## config.mk

```make
export PLATFORM = sky130hd
export DESIGN_NAME = mem_ctrl_mc
export DESIGN_NICKNAME = d
export VERILOG_FILES = /design/src/rtl/mem_ctrl_mc_pkg.sv /design/src/rtl/mem_ctrl_mc_arb.sv /design/src/rtl/mem_ctrl_mc.sv
export SDC_FILE = /design/constraint.sdc
export NUM_CORES = 1
export LEC_CHECK = 0
export CORE_ASPECT_RATIO = 0.8
export CORE_MARGIN = 5
export CORE_UTILIZATION = 50
export DETAILED_ROUTE_END_ITERATION = 10
export PLACE_DENSITY = 0.84
export SLEW_MARGIN = 20
export SYNTH_ARGS = -nofsm -noshare
export SYNTH_HDL_FRONTEND = slang
export SYNTH_SLANG_ARGS = --single-unit
```

## constraint.sdc

```tcl
create_clock -name clk_in -period 3.64 [get_ports clk_in]
set_input_delay 0.91 -clock clk_in [delete_from_list [all_inputs] [get_ports clk_in]]
set_output_delay 0.91 -clock clk_in [all_outputs]
set_load 0.01 [all_outputs]
```

## src/rtl/mem_ctrl_mc_pkg.sv

```systemverilog
// -----------------------------------------------------------------------------
// mem_ctrl_mc_pkg
// Shared definitions for the multi-channel byte-bus memory controller:
// controller state encoding, bus direction constants, zero constants and the
// default parameter values used by mem_ctrl_mc and mem_arb.
// -----------------------------------------------------------------------------
package mem_ctrl_mc_pkg;

  localparam int DEF_NUM_CH     = 2;
  localparam int DEF_ADDR_W     = 32;
  localparam int DEF_DATA_BYTES = 4;

  typedef enum logic {
    IDLE = 1'b0,
    XFER = 1'b1
  } state_e;

  localparam logic MEM_R = 1'b0;
  localparam logic MEM_W = 1'b1;

  localparam logic [7:0]  ZERO_BYTE = 8'h00;
  localparam logic [31:0] ZERO_WORD = 32'h0000_0000;

endpackage

```

## src/rtl/mem_ctrl_mc_arb.sv

```systemverilog
// -----------------------------------------------------------------------------
// mem_arb
// Picks one requester out of the eligible vector.
//   MEM_RR_ARB_EN undefined : fixed priority, lowest eligible index wins.
//   MEM_RR_ARB_EN defined   : round-robin, search starts one past the last
//                             granted channel; pointer advances on take_in.
// Ports:
//   clk_in, rst_n_in  clock / async active-low reset (round-robin build only)
//   take_in           grant is being accepted this edge (round-robin only)
//   elig_in           per-channel eligible requests
//   gnt_out           one-hot grant
//   valid_out         at least one channel is eligible
// -----------------------------------------------------------------------------
module mem_arb
  import mem_ctrl_mc_pkg::*;
#(
  parameter int NUM_CH = DEF_NUM_CH
) (
`ifdef MEM_RR_ARB_EN
  input  logic              clk_in,
  input  logic              rst_n_in,
  input  logic              take_in,
`endif
  input  logic [NUM_CH-1:0] elig_in,
  output logic [NUM_CH-1:0] gnt_out,
  output logic              valid_out
);

  assign valid_out = |elig_in;

`ifdef MEM_RR_ARB_EN
  localparam int PTR_W = (NUM_CH > 1) ? $clog2(NUM_CH) : 1;

  logic [PTR_W-1:0] last_q, last_d;

  // Rotate the search origin so the channel after the last winner is asked
  // first; the pointer only moves when the grant is actually taken.
  always_comb begin
    int  idx;
    logic found;
    idx     = 0;
    found   = 1'b0;
    gnt_out = '0;
    last_d  = last_q;
    for (int i = 0; i < NUM_CH; i++) begin
      idx = (int'(last_q) + 1 + i) % NUM_CH;
      if (elig_in[idx] && !found) begin
        gnt_out[idx] = 1'b1;
        found        = 1'b1;
        if (take_in) last_d = PTR_W'(idx);
      end
    end
  end

  // Pointer starts at the top channel so channel 0 is asked first after reset.
  always_ff @(posedge clk_in or negedge rst_n_in) begin
    if (!rst_n_in) last_q <= PTR_W'(NUM_CH - 1);
    else           last_q <= last_d;
  end
`else
  always_comb begin
    logic found;
    found   = 1'b0;
    gnt_out = '0;
    for (int i = 0; i < NUM_CH; i++) begin
      if (elig_in[i] && !found) begin
        gnt_out[i] = 1'b1;
        found      = 1'b1;
      end
    end
  end
`endif

endmodule

```

## src/rtl/mem_ctrl_mc.sv

```systemverilog
// -----------------------------------------------------------------------------
// mem_ctrl_mc
// Arbitrates NUM_CH load/store/fetch requesters onto one 8-bit RAM/IO bus.
// Each transfer moves 1..DATA_BYTES bytes little-endian, one byte per cycle.
// Build option: define MEM_RR_ARB_EN for round-robin arbitration, otherwise
// fixed priority (channel 0 highest).
// Ports:
//   clk_in, rst_n_in   clock / async active-low reset
//   rdy_in             global enable; low freezes all state and blocks mem_wr
//   flush_in           aborts the in-flight transfer, no done pulse
//   req_in/wr_in       per-channel request level / direction (1 = write)
//   addr_in/len_in     per-channel start address / byte count (packed slices)
//   wdata_in           per-channel store data, byte 0 in the LSBs
//   rdata_out          load result, zero above the transfer length
//   done_out           one-hot single-cycle completion pulse
//   mem_din/mem_dout   RAM read byte (one cycle behind mem_a) / write byte
//   mem_a/mem_wr       byte address / write strobe
// -----------------------------------------------------------------------------
module mem_ctrl_mc
  import mem_ctrl_mc_pkg::*;
#(
  parameter int NUM_CH     = DEF_NUM_CH,
  parameter int ADDR_W     = DEF_ADDR_W,
  parameter int DATA_BYTES = DEF_DATA_BYTES,
  parameter int LEN_W      = $clog2(DATA_BYTES) + 1
) (
  input  logic                           clk_in,
  input  logic                           rst_n_in,
  input  logic                           rdy_in,
  input  logic                           flush_in,
  input  logic [NUM_CH-1:0]              req_in,
  input  logic [NUM_CH-1:0]              wr_in,
  input  logic [NUM_CH*ADDR_W-1:0]       addr_in,
  input  logic [NUM_CH*LEN_W-1:0]        len_in,
  input  logic [NUM_CH*8*DATA_BYTES-1:0] wdata_in,
  output logic [8*DATA_BYTES-1:0]        rdata_out,
  output logic [NUM_CH-1:0]              done_out,
  input  logic [7:0]                     mem_din,
  output logic [7:0]                     mem_dout,
  output logic [ADDR_W-1:0]              mem_a,
  output logic                           mem_wr
);

  localparam int                CH_W    = (NUM_CH > 1) ? $clog2(NUM_CH) : 1;
  localparam int                DW      = 8 * DATA_BYTES;
  localparam logic [LEN_W-1:0]  MAX_LEN = LEN_W'(DATA_BYTES);

  state_e             state_q, state_d;
  logic [LEN_W-1:0]   cnt_q, cnt_d, cnt_nxt;
  logic [CH_W-1:0]    ch_q, ch_d;
  logic               dir_q, dir_d;
  logic               wr_q, wr_d;
  logic [ADDR_W-1:0]  addr_q, addr_d;
  logic [LEN_W-1:0]   len_q, len_d;
  logic [DW-1:0]      wdata_q, wdata_d;
  logic [DW-1:0]      buf_q, buf_d;
  logic [DW-1:0]      rdata_q, rdata_d;
  logic [NUM_CH-1:0]  done_q, done_d;
  logic [ADDR_W-1:0]  mem_a_q, mem_a_d;
  logic [7:0]         mem_dout_q, mem_dout_d;

  logic [NUM_CH-1:0]  elig, gnt;
  logic               gnt_valid, start;
  logic [CH_W-1:0]    gnt_idx;
  logic               sel_wr;
  logic [ADDR_W-1:0]  sel_addr;
  logic [LEN_W-1:0]   sel_len_raw, sel_len;
  logic [DW-1:0]      sel_wdata;

  // A channel whose done pulse is showing is masked so it is not regranted
  // before its requester has had a chance to drop req.
  assign elig    = req_in & ~done_q;
  assign start   = (state_q == IDLE) && gnt_valid && !flush_in;
  assign cnt_nxt = cnt_q + LEN_W'(1);

`ifdef MEM_RR_ARB_EN
  logic take;
  assign take = rdy_in && start;
`endif

  mem_arb #(.NUM_CH(NUM_CH)) u_arb (
`ifdef MEM_RR_ARB_EN
    .clk_in    (clk_in),
    .rst_n_in  (rst_n_in),
    .take_in   (take),
`endif
    .elig_in   (elig),
    .gnt_out   (gnt),
    .valid_out (gnt_valid)
  );

  // Mux the winning channel's request fields out of the packed input slices.
  always_comb begin
    gnt_idx     = '0;
    sel_wr      = MEM_R;
    sel_addr    = '0;
    sel_len_raw = '0;
    sel_wdata   = '0;
    for (int c = 0; c < NUM_CH; c++) begin
      if (gnt[c]) begin
        gnt_idx     = CH_W'(c);
        sel_wr      = wr_in[c];
        sel_addr    = addr_in[c*ADDR_W +: ADDR_W];
        sel_len_raw = len_in[c*LEN_W +: LEN_W];
        sel_wdata   = wdata_in[c*DW +: DW];
      end
    end
    sel_len = (sel_len_raw > MAX_LEN) ? MAX_LEN : sel_len_raw;
  end

  // Transfer sequencing. cnt_q counts enabled edges since the accept edge.
  // Reads: the byte for the address of cycle k arrives on mem_din one cycle
  // later, so byte cnt-1 is captured on each edge and the last byte is folded
  // straight into rdata on the completing edge.
  always_comb begin
    state_d    = state_q;
    cnt_d      = cnt_q;
    ch_d       = ch_q;
    dir_d      = dir_q;
    wr_d       = wr_q;
    addr_d     = addr_q;
    len_d      = len_q;
    wdata_d    = wdata_q;
    buf_d      = buf_q;
    rdata_d    = rdata_q;
    done_d     = done_q;
    mem_a_d    = mem_a_q;
    mem_dout_d = mem_dout_q;
    if (rdy_in) begin
      done_d = '0;
      unique case (state_q)
        IDLE: begin
          if (start) begin
            state_d = XFER;
            cnt_d   = '0;
            ch_d    = gnt_idx;
            dir_d   = sel_wr;
            addr_d  = sel_addr;
            len_d   = sel_len;
            wdata_d = sel_wdata;
            // A zero-length transfer never touches the bus.
            if (sel_len != '0) begin
              mem_a_d = sel_addr;
              if (sel_wr == MEM_W) begin
                wr_d       = 1'b1;
                mem_dout_d = sel_wdata[7:0];
              end
            end
          end
        end
        XFER: begin
          if (flush_in || !req_in[ch_q]) begin
            // Abort wins over completion; bytes already written stay written.
            state_d = IDLE;
            wr_d    = 1'b0;
            mem_a_d = '0;
          end else if (dir_q == MEM_W) begin
            if (cnt_nxt >= len_q) begin
              done_d[ch_q] = 1'b1;
              state_d      = IDLE;
              wr_d         = 1'b0;
              mem_a_d      = '0;
            end else begin
              cnt_d   = cnt_nxt;
              mem_a_d = addr_q + ADDR_W'(cnt_nxt);
              for (int i = 0; i < DATA_BYTES; i++) begin
                if (LEN_W'(i) == cnt_nxt) mem_dout_d = wdata_q[i*8 +: 8];
              end
            end
          end else begin
            for (int i = 0; i < DATA_BYTES; i++) begin
              if (cnt_q != '0 && (cnt_q - LEN_W'(1)) == LEN_W'(i))
                buf_d[i*8 +: 8] = mem_din;
            end
            if (cnt_q == len_q) begin
              for (int i = 0; i < DATA_BYTES; i++) begin
                rdata_d[i*8 +: 8] = (LEN_W'(i) < len_q) ? buf_d[i*8 +: 8] : ZERO_BYTE;
              end
              done_d[ch_q] = 1'b1;
              state_d      = IDLE;
              mem_a_d      = '0;
            end else begin
              cnt_d = cnt_nxt;
              if (cnt_nxt < len_q) mem_a_d = addr_q + ADDR_W'(cnt_nxt);
            end
          end
        end
        default: state_d = IDLE;
      endcase
    end
  end

  // State register; reset is asynchronous so it clears a transfer mid-flight.
  always_ff @(posedge clk_in or negedge rst_n_in) begin
    if (!rst_n_in) begin
      state_q    <= IDLE;
      cnt_q      <= '0;
      ch_q       <= '0;
      dir_q      <= MEM_R;
      wr_q       <= 1'b0;
      addr_q     <= '0;
      len_q      <= '0;
      wdata_q    <= '0;
      buf_q      <= '0;
      rdata_q    <= '0;
      done_q     <= '0;
      mem_a_q    <= '0;
      mem_dout_q <= ZERO_BYTE;
    end else begin
      state_q    <= state_d;
      cnt_q      <= cnt_d;
      ch_q       <= ch_d;
      dir_q      <= dir_d;
      wr_q       <= wr_d;
      addr_q     <= addr_d;
      len_q      <= len_d;
      wdata_q    <= wdata_d;
      buf_q      <= buf_d;
      rdata_q    <= rdata_d;
      done_q     <= done_d;
      mem_a_q    <= mem_a_d;
      mem_dout_q <= mem_dout_d;
    end
  end

  // The write strobe is gated by rdy_in so a stalled write byte is only
  // committed once the bus is enabled again.
  assign mem_wr    = wr_q & rdy_in;
  assign mem_a     = mem_a_q;
  assign mem_dout  = mem_dout_q;
  assign rdata_out = rdata_q;
  assign done_out  = done_q;

endmodule

```

==> impl_metrics.toml, run 1 <==
[place]
dp_cells = 1379
hpwl_microns = 20800
io_buffers = 224
place.gp.congestion = 0.909

[global_route]
grt_pass1_wl_microns = 45100
globalRoute.totalOverflow = 0
antenna_found_initial = 0
grt_max_degree = 73
grt_use_total_pct = 25.8
grt_pass1_vias = 8280

[synth]
syn-cell-area_sq_mm = 0.00958
synth_edf_count = 0
synth_fp_nets = 1095
yosysSeqAreaShare_pct = 47.0
avgSynthCellArea_sq_um = 10.3
netlist_top_cells_count = "180 x dfrtp_1, 95 x nand2_1, 79 x o21ai_0"
synth.most_common_cell = "dfrtp_1"
synth_top_family_by_area = "compound AO/OA/AOI/OAI gates"
synth_xor_area_share_pct = 1.74
synth_fa_ha_area_share_pct = 1.78
synth_mux_area_share_pct = 10.1
syn-instance-count = 932
ys_async_sr_fraction_pct = 100
synth_ff_type = "dfrtp_1"
yosys-top-cells-area = "dfrtp_1 47%, mux2_2 5.8%, o21ai_0 4.1%"
synth.top_cell.area_share_pct = 47.0
synth_seq_cells = 180
yosys_warnings = 0
synth-compound-area-share_pct = 20.6
synth-simple-area-share_pct = 15.5
synth_top_cell_by_area = "dfrtp_1"
ys_types = 70

[floorplanning]
dieArea_sq_mm = 0.0220
die_w_microns = 165
fp.dieH_microns = 134
std_cell_rows = 45
pin_count = 225
core_area_sq_mm = 0.0189
initial_core_util_pct = 50.6

[timing]
finalMaxSlewViolations = 0
timing.fmax_ghz = 0.301
worst_slew_pin_slew_ps = 1030
setup_viol = 0
hold_viol_final = 0
timing.hold.ws_ps = 477
finalCritPeriodShare_pct = 91.4
rsz0062_at_grt = "false"
fin_setup_tns_ps = 0
fin_skew_ps = 14.0
slew_headroom_pct = 30.5
period_needed_ps = 3330

[clocking]
h-tree-depth = 4
clockRootBuffer = "clkbuf_16"
cts_tree = "done"
hold_buffers = 0
cts.sinks = 180
ctsResizeCount = 0
clk_latency_ps = 430
cts_setup_buffers = 0
clkTransAtPathRegs_ps = 70
cts_max_path_buffers = 2
cts_buffers = 17

[critical_path]
max_stage_delay_ps = 850
crit_buf_inv = 0
required_ps = 3960
crit_arrival_ps = 3650
path_delay_family = "simple AND/OR/NAND/NOR gates"
worstPathMaxFanout = 8
crit_top_cell = "ha_1"
crit_type = "flip-flop to flip-flop"
startpoint_type = "flip-flop"
critPathSlowestCell = "nor4_1"
crit_chain = "ha_1, ha_1, ha_1, a21oi_1, nor4_1, nand3_1, xnor2_1, a221o_1"
cp-end-kind = "flip-flop"

[cells_and_area]
antenna-diode-count = 0
nNetsFinal = 1303
stdcell_count = 1411
finish.utilization_pct = 67.2
drive_above_1_share_pct = 12.7
synthToLayoutAreaGrowth_pct = 32.6

[detailed_routing]
drc_errors = 0
drtIter0Drc = 777
dr.pass1.iters = 5
totalWireLength_microns = 28300
avgViaCountPerCell = 5.99
vias = 8448
antenna_left = 0
wire_per_inst_microns = 20.0

[status]
status = "finished, final reports clean"

[power_and_ir_drop]
ir_drop_mv = 0.303
fin_total_pwr_mw = 6.50
p_leak_nw = 5.44
power_density_mw_per_mm2 = 512

[flow_run]
maxCapViolCount = 0

[min_path]
hp-class = "input pin to asynchronous set/reset pin"
layout make-up:
cell class                 instances  area, sq um
timing repair buffer             252         2480
sequential                       180         4510
clock inverter                    15          140
multi-input combinational        677         4790
inverter                          12         45.0
fill                            1475         6210
tap                              258          323
clock buffer                      17          425
path summary, 6_finish.rpt:
check,cells after the start,from,slack (ps),end
max in group asynchronous,2,rst_n_in,2310,wdata_q[21]
min,1,rst_n_in,480,addr_q[28]
max reg2reg,8,cnt_q[0],310,mem_a[28]
max,8,cnt_q[0],310,mem_a[28]
min in group clk_in,2,rdata_out[23],480,rdata_out[23]
min reg2reg,2,rdata_out[23],480,rdata_out[23]
placed cells by master (no fill, tap or decap), types with 4 or more instances in the layout:
cell type	n
inv_1	10
a211oi_1	9
nand3_1	15
a22oi_1	31
ha_1	12
o31ai_1	8
dfrtp_1	179
o221a_2	8
o31a_1	7
clkbuf_16	17
mux2i_1	34
mux2_2	49
mux2_4	5
o211a_1	4
or4_1	5
xor2_1	4
o22ai_1	13
a21o_1	4
nor3_1	23
o21bai_1	8
inv_6	6
o21ai_0	79
and3b_1	19
a21oi_1	11
xnor2_1	15
nand2_1	95
nor2_1	61
a31oi_1	12
a221o_1	6
buf_4	26
a221oi_1	24
clkdlybuf4s50_1	223
nor3b_1	11
nand4_1	7
a2bb2oi_1	15
a21boi_0	4
o2bb2ai_1	8
nor4_1	14
o21a_1	4
nand2b_1	4
worst register-to-register path, delay by kind of cell (launching register included):
family	cells	cell delay [ps]
xor+xnor	1	180
fa+ha+maj	3	1000
simple gates	2	1050
compound gates	2	550
flops	1	450
power breakdown:
group	switching, mW	total (mW)	internal, mW
clock network	0.877	1.78	0.905
logic	1.01	2.05	1.04
registers	0.334	2.67	2.34
total	2.22	6.50	4.28
layer usage:
metal	part of all wire, %	global-route usage (%)
met4	1.4	6.24
met3	8.5	7.31
met2	45	38.3
met5	0	0
met1	45	37.6
kinds of logic (layout without fill, tap and decap cells):
family,after synthesis,count (layout)
AND/OR/NAND/NOR,284,284
adder cells (fa/ha/maj),13,13
XOR/XNOR,19,19
buffers and inverters,75,296
multiplexers,88,88
flip-flops,180,180
AO/OA/AOI/OAI,273,273
flip-flops by register name, indices dropped and copies added, names as in the netlist:
| signal | count |
|---|---|
| addr_q | 32 |
| buf_q | 32 |
| ch_q | 1 |
| cnt_q | 3 |
| dir_q | 1 |
| done_out | 2 |
| len_q | 3 |
| mem_a | 32 |
| mem_dout | 8 |
| rdata_out | 32 |
| state_q | 1 |
| wdata_q | 32 |
| wr_q | 1 |
metrics by stage:
step           setup WS [ps]  area [sq um]
6_report                 313         12700
5_1_grt                  160         12700
4_1_cts                  400         12700
3_5_place_dp             340         12100
3_3_place_gp             421         12100
2_1_floorplan           1000          9580
Power figures use the tool's default switching activity.
==> inputs of run 2 (changes only) <==
--- a/config.mk
+++ b/config.mk
@@ -9,8 +9,9 @@
 export CORE_MARGIN = 5
 export CORE_UTILIZATION = 50
 export DETAILED_ROUTE_END_ITERATION = 10
-export PLACE_DENSITY = 0.84
+export PLACE_DENSITY = 0.85
 export SLEW_MARGIN = 20
 export SYNTH_ARGS = -nofsm -noshare
 export SYNTH_HDL_FRONTEND = slang
+export SYNTH_HIERARCHICAL = 1
 export SYNTH_SLANG_ARGS = --single-unit
==> impl_metrics.toml, run 2 <==
[timing]
hold_viol_final = 0
finalCritPeriodShare_pct = 91.3
fin_skew_ps = 10.8
rsz0062_at_grt = "false"
finalWorstSetupSlack_ps = 316
slew_headroom_pct = 30.1
fin_setup_tns_ps = 0
timing.fmax_ghz = 0.301
period_needed_ps = 3320
worst_slew_pin_slew_ps = 1040
finalMaxSlewViolations = 0
setup_viol = 0

[clocking]
clk_latency_ps = 430
hold_buffers = 0
cts_setup_buffers = 0
clkTransAtPathRegs_ps = 70
cts_tree = "done"
h-tree-depth = 4
ctsResizeCount = 0
cts_max_path_buffers = 2
clockRootBuffer = "clkbuf_16"
cts.sinks = 180
cts_buffers = 17

[synth]
ys_async_sr_fraction_pct = 100
ys_types = 55
synth_seq_cells = 180
netlist_top_cells_count = "180 x dfrtp_1, 145 x nand2_1, 109 x o21ai_0"
synth_top_family_by_area = "compound AO/OA/AOI/OAI gates"
synth_fp_nets = 1115
synth_xor_area_share_pct = 2.29
yosysSeqAreaShare_pct = 49.0
synth_top_cell_by_area = "dfrtp_1"
synth_ff_type = "dfrtp_1"
synth_mux_area_share_pct = 9.07
synth-compound-area-share_pct = 19.9
syn-instance-count = 952
synth-simple-area-share_pct = 14.6
synth_fa_ha_area_share_pct = 1.85
synth.most_common_cell = "dfrtp_1"
yosys_warnings = 6
yosys-top-cells-area = "dfrtp_1 49%, a22oi_1 6.0%, o21ai_0 5.9%"
synth_edf_count = 0
synth.top_cell.area_share_pct = 49.0
syn-cell-area_sq_mm = 0.00918
avgSynthCellArea_sq_um = 9.65

[critical_path]
rr_worst_depth = 9
r2r_slack_ps = 540
cp-end-kind = "flip-flop"
crit_type = "input pin to flip-flop"
crit_top_cell = "buf_4"
crit_cells = 10
path_delay_family = "simple AND/OR/NAND/NOR gates"
crit_chain = "clkdlybuf4s50_1, nor2b_1, buf_4, nor2b_4, nor4b_1, or4_1, buf_4, a32oi_2, nand2_1, o211ai_1"
worstPathMaxFanout = 11
required_ps = 3980
critPathSlowestCell = "or4_1"
max_stage_delay_ps = 530
crit_buf_inv = 3
startpoint_type = "input pin"
crit_arrival_ps = 3660

[cells_and_area]
drive_above_1_share_pct = 9.39
layout_commonest_cell = "clkdlybuf4s50_1"
synthToLayoutAreaGrowth_pct = 34.6
layout_common_cells = "223 x clkdlybuf4s50_1, 180 x dfrtp_1, 145 x nand2_1"
nNetsFinal = 1321
nFillCells = 1415
antenna-diode-count = 0

[detailed_routing]
dr.pass1.iters = 5
avgViaCountPerCell = 5.92
totalWireLength_microns = 26900
wire_per_inst_microns = 19.2
drc_errors = 0
drtIter0Drc = 665
vias = 8293
antenna_left = 0

[min_path]
hp-class = "input pin to asynchronous set/reset pin"

[power_and_ir_drop]
ir_drop_mv = 0.349
power_density_mw_per_mm2 = 514
fin_total_pwr_mw = 6.35
p_leak_nw = 5.34

[floorplanning]
initial_core_util_pct = 50.7
fp.dieH_microns = 131
std_cell_rows = 44
dieArea_sq_mm = 0.0212
die_w_microns = 162
pin_count = 225
core_area_sq_mm = 0.0181

[status]
status = "finished, final reports clean"

[global_route]
grt_pass1_vias = 8479
grt_use_total_pct = 25.3
globalRoute.totalOverflow = 0
grt_pass1_wl_microns = 43600
antenna_found_initial = 1
grt_max_degree = 140

[place]
place.gp.congestion = 0.998
io_buffers = 224
hpwl_microns = 19500
place_ws_ps = -62.9

[flow_run]
maxCapViolCount = 0
run 2: cell types whose count changed after synthesis, sizes merged, moves of 19 or more:
| cell | change |
|---|---|
| a21oi | +32 |
| a221oi | -24 |
| a22oi | +44 |
| and3b | -19 |
| nand2 | +50 |
| o21ai | +27 |
run 2: worst reg2reg max path: stages (launching register included):
cell and delay [ps]:
dfrtp_1 450, ha_1 250, ha_1 320, buf_4 220, ha_1 330, nor2_1 60
a211oi_1 460, a32oi_2 240, nand2_1 450, o211ai_1 190
run 2: worst paths after layout:
| check | from | to |
|---|---|---|
| min reg2reg | wdata_q[0] | wdata_q[0] |
| min in group clk_in | wdata_q[0] | wdata_q[0] |
| max reg2reg | cnt_q[0] | mem_a[23] |
| min | rst_n_in | addr_q[29] |
| max | req_in[0] | mem_a[23] |
| max in group asynchronous | rst_n_in | mem_a[24] |
run 2: layer usage:
metal  share of wire (%)  GRT usage [%]
met4                 1.6           6.92
met2                  48           41.6
met5               0.048              0
met3                 8.0           5.92
met1                  42           33.9
run 2: cells by family after synthesis:
group,after synthesis
buffers and inverters,74
adder cells (fa/ha/maj),13
flip-flops,180
AO/OA/AOI/OAI,288
multiplexers,78
AND/OR/NAND/NOR,295
XOR/XNOR,24
run 2: stage by stage:
step | cell area, sq um | util [%] | hold slack, ps | instances
6_report | 12400 | 68.2 | 477 | 1401
5_1_grt | 12400 | 68.2 | 495 | 1401
4_1_cts | 12400 | 68.2 | 480 | 1401
3_5_place_dp | 11700 | 64.8 | 464 | 1369
3_3_place_gp | 11700 | 64.8 | 455 | 1369
2_1_floorplan | 9180 | - | 444 | 952
run 2: power breakdown:
group | internal, mW | leakage (nW) | switching, mW
registers | 2.37 | 2.38 | 0.317
logic | 0.882 | 2.67 | 0.866
clock network | 1.11 | 0.296 | 0.805
run 2: area by class of cell:
class                   instances  area [sq um]  area share [%]
flip-flops and latches        180          4500            36.5
clock inverters                13           174            1.41
clock buffers                  19           443            3.58
inverters                       9          33.8           0.273
multi-input cells             698          4420            35.8
well taps                     230           288            2.33
repair buffers                252          2490            20.2
==> inputs of run 3 (changes only) <==
--- a/config.mk
+++ b/config.mk
@@ -6,7 +6,6 @@
 export NUM_CORES = 1
 export LEC_CHECK = 0
 export CORE_ASPECT_RATIO = 0.8
-export CORE_MARGIN = 5
 export CORE_UTILIZATION = 50
 export DETAILED_ROUTE_END_ITERATION = 10
 export PLACE_DENSITY = 0.85
==> impl_metrics.toml, run 3 (synthesized netlist as in run 2, its figures left out) <==
[status]
status = "finished, final reports clean"

[flow_run]
maxCapViolCount = 0

[power_and_ir_drop]
p_leak_nw = 5.28
power_density_mw_per_mm2 = 501
ir_drop_mv = 0.305

[floorplanning]
fp.dieH_microns = 123
die_w_microns = 154
core_area_sq_mm = 0.0176
initial_core_util_pct = 52.0
dieArea_sq_mm = 0.0189
pin_count = 225
std_cell_rows = 43

[detailed_routing]
avgViaCountPerCell = 5.93
drc_errors = 0
wire_per_inst_microns = 18.6
antenna_left = 0
dr.pass1.iters = 8
totalWireLength_microns = 25900
vias = 8258
drtIter0Drc = 663

[clocking]
cts.sinks = 180
clkTransAtPathRegs_ps = 70
cts_setup_buffers = 0
ctsResizeCount = 0
cts_tree = "done"
clockRootBuffer = "clkbuf_16"
cts_buffers = 17
h-tree-depth = 4
hold_buffers = 0
cts_max_path_buffers = 2
clk_latency_ps = 430

[cells_and_area]
nNetsFinal = 1318
layout_common_cells = "223 x clkdlybuf4s50_1, 180 x dfrtp_1, 145 x nand2_1"
drive_above_1_share_pct = 9.25
synthToLayoutAreaGrowth_pct = 33.6
layout_commonest_cell = "clkdlybuf4s50_1"
finish.utilization_pct = 69.5
antenna-diode-count = 0

[timing]
setup_viol = 0
fin_skew_ps = 9.56
finalCritPeriodShare_pct = 88.1
timing.fmax_ghz = 0.312
slew_headroom_pct = 30.6
rsz0062_at_grt = "false"
finalMaxSlewViolations = 0
worst_slew_pin_slew_ps = 1030
period_needed_ps = 3210
fin_setup_tns_ps = 0
hold_viol_final = 0

[global_route]
grt_max_degree = 140
grt_use_total_pct = 28.3
antenna_found_initial = 1
globalRoute.totalOverflow = 0
grt_pass1_vias = 7875
grt_pass1_wl_microns = 41300

[critical_path]
crit_arrival_ps = 3520
cp-end-kind = "flip-flop"
crit_type = "input pin to flip-flop"
required_ps = 3960
startpoint_type = "input pin"
worstPathMaxFanout = 8

[place]
place.gp.congestion = 0.884
io_buffers = 224
hpwl_microns = 18700

[min_path]
hp-class = "input pin to asynchronous set/reset pin"
run 3: cell count changes in the layout (fill, tap and decap cells not counted), sizes merged:
cell and delta:
buf -3, clkinvlp +4, bufinv -3, clkinv -1
run 3: through the flow:
stage	instance area, sq um	instances	worst slack, ps	power [mW]	hold slack [ps]
after floorplan	9180	952	628	3.52	444
after global placement	11700	1361	84.5	4.37	455
after detailed placement	11700	1361	24.8	4.43	466
after CTS	12300	1393	463	6.16	318
after global routing	12300	1393	322	6.45	321
final	12300	1393	434	6.15	322
run 3: cell type report:
| type | count | area (sq um) |
|---|---|---|
| Multi-Input combinational cell | 698 | 4420 |
| Clock buffer | 19 | 453 |
| Fill cell | 1343 | 5380 |
| Timing Repair Buffer | 249 | 2470 |
| Inverter | 9 | 33.8 |
| Tap cell | 225 | 282 |
| Sequential cell | 180 | 4500 |
| Clock inverter | 13 | 101 |
run 3: power breakdown:
part	leakage (nW)	switching [mW]	total [mW]	internal, mW
Sequential	2.38	0.321	2.69	2.37
Clock	0.256	0.807	1.72	0.917
Combinational	2.65	0.857	1.74	0.879
run 3: critical path: stages:
cell	delay, ps
clkdlybuf4s50_1	500
nor2b_1	170
buf_4	160
nor2b_4	50
nor4b_1	140
or4_1	560
or2_1	280
a22oi_4	350
mux2_2	380
run 3: layer usage:
metal,up-vias,share of wire (%),track usage [%],wire length (microns)
met1,4011,44,38.3,11400
li1,3859,-,-,-
met5,-,0.039,0,10
met3,35,7.9,7.15,2060
met4,2,1.7,8.44,438
met2,351,47,45.1,12100
run 3: path summary, 6_finish.rpt:
kind | start | to | slack, ps | depth (start not counted)
worst max-delay path | req_in[0] | mem_dout[1] | 430 | 9
worst min-delay path | rst_n_in | addr_q[26] | 320 | 1
worst max register to register | cnt_q[0] | mem_a[16] | 550 | 10
worst min register to register | rdata_out[26] | rdata_out[26] | 480 | 2
max in group asynchronous | rst_n_in | rdata_out[29] | 2440 | 2
min in group clk_in | rdata_out[26] | rdata_out[26] | 480 | 2
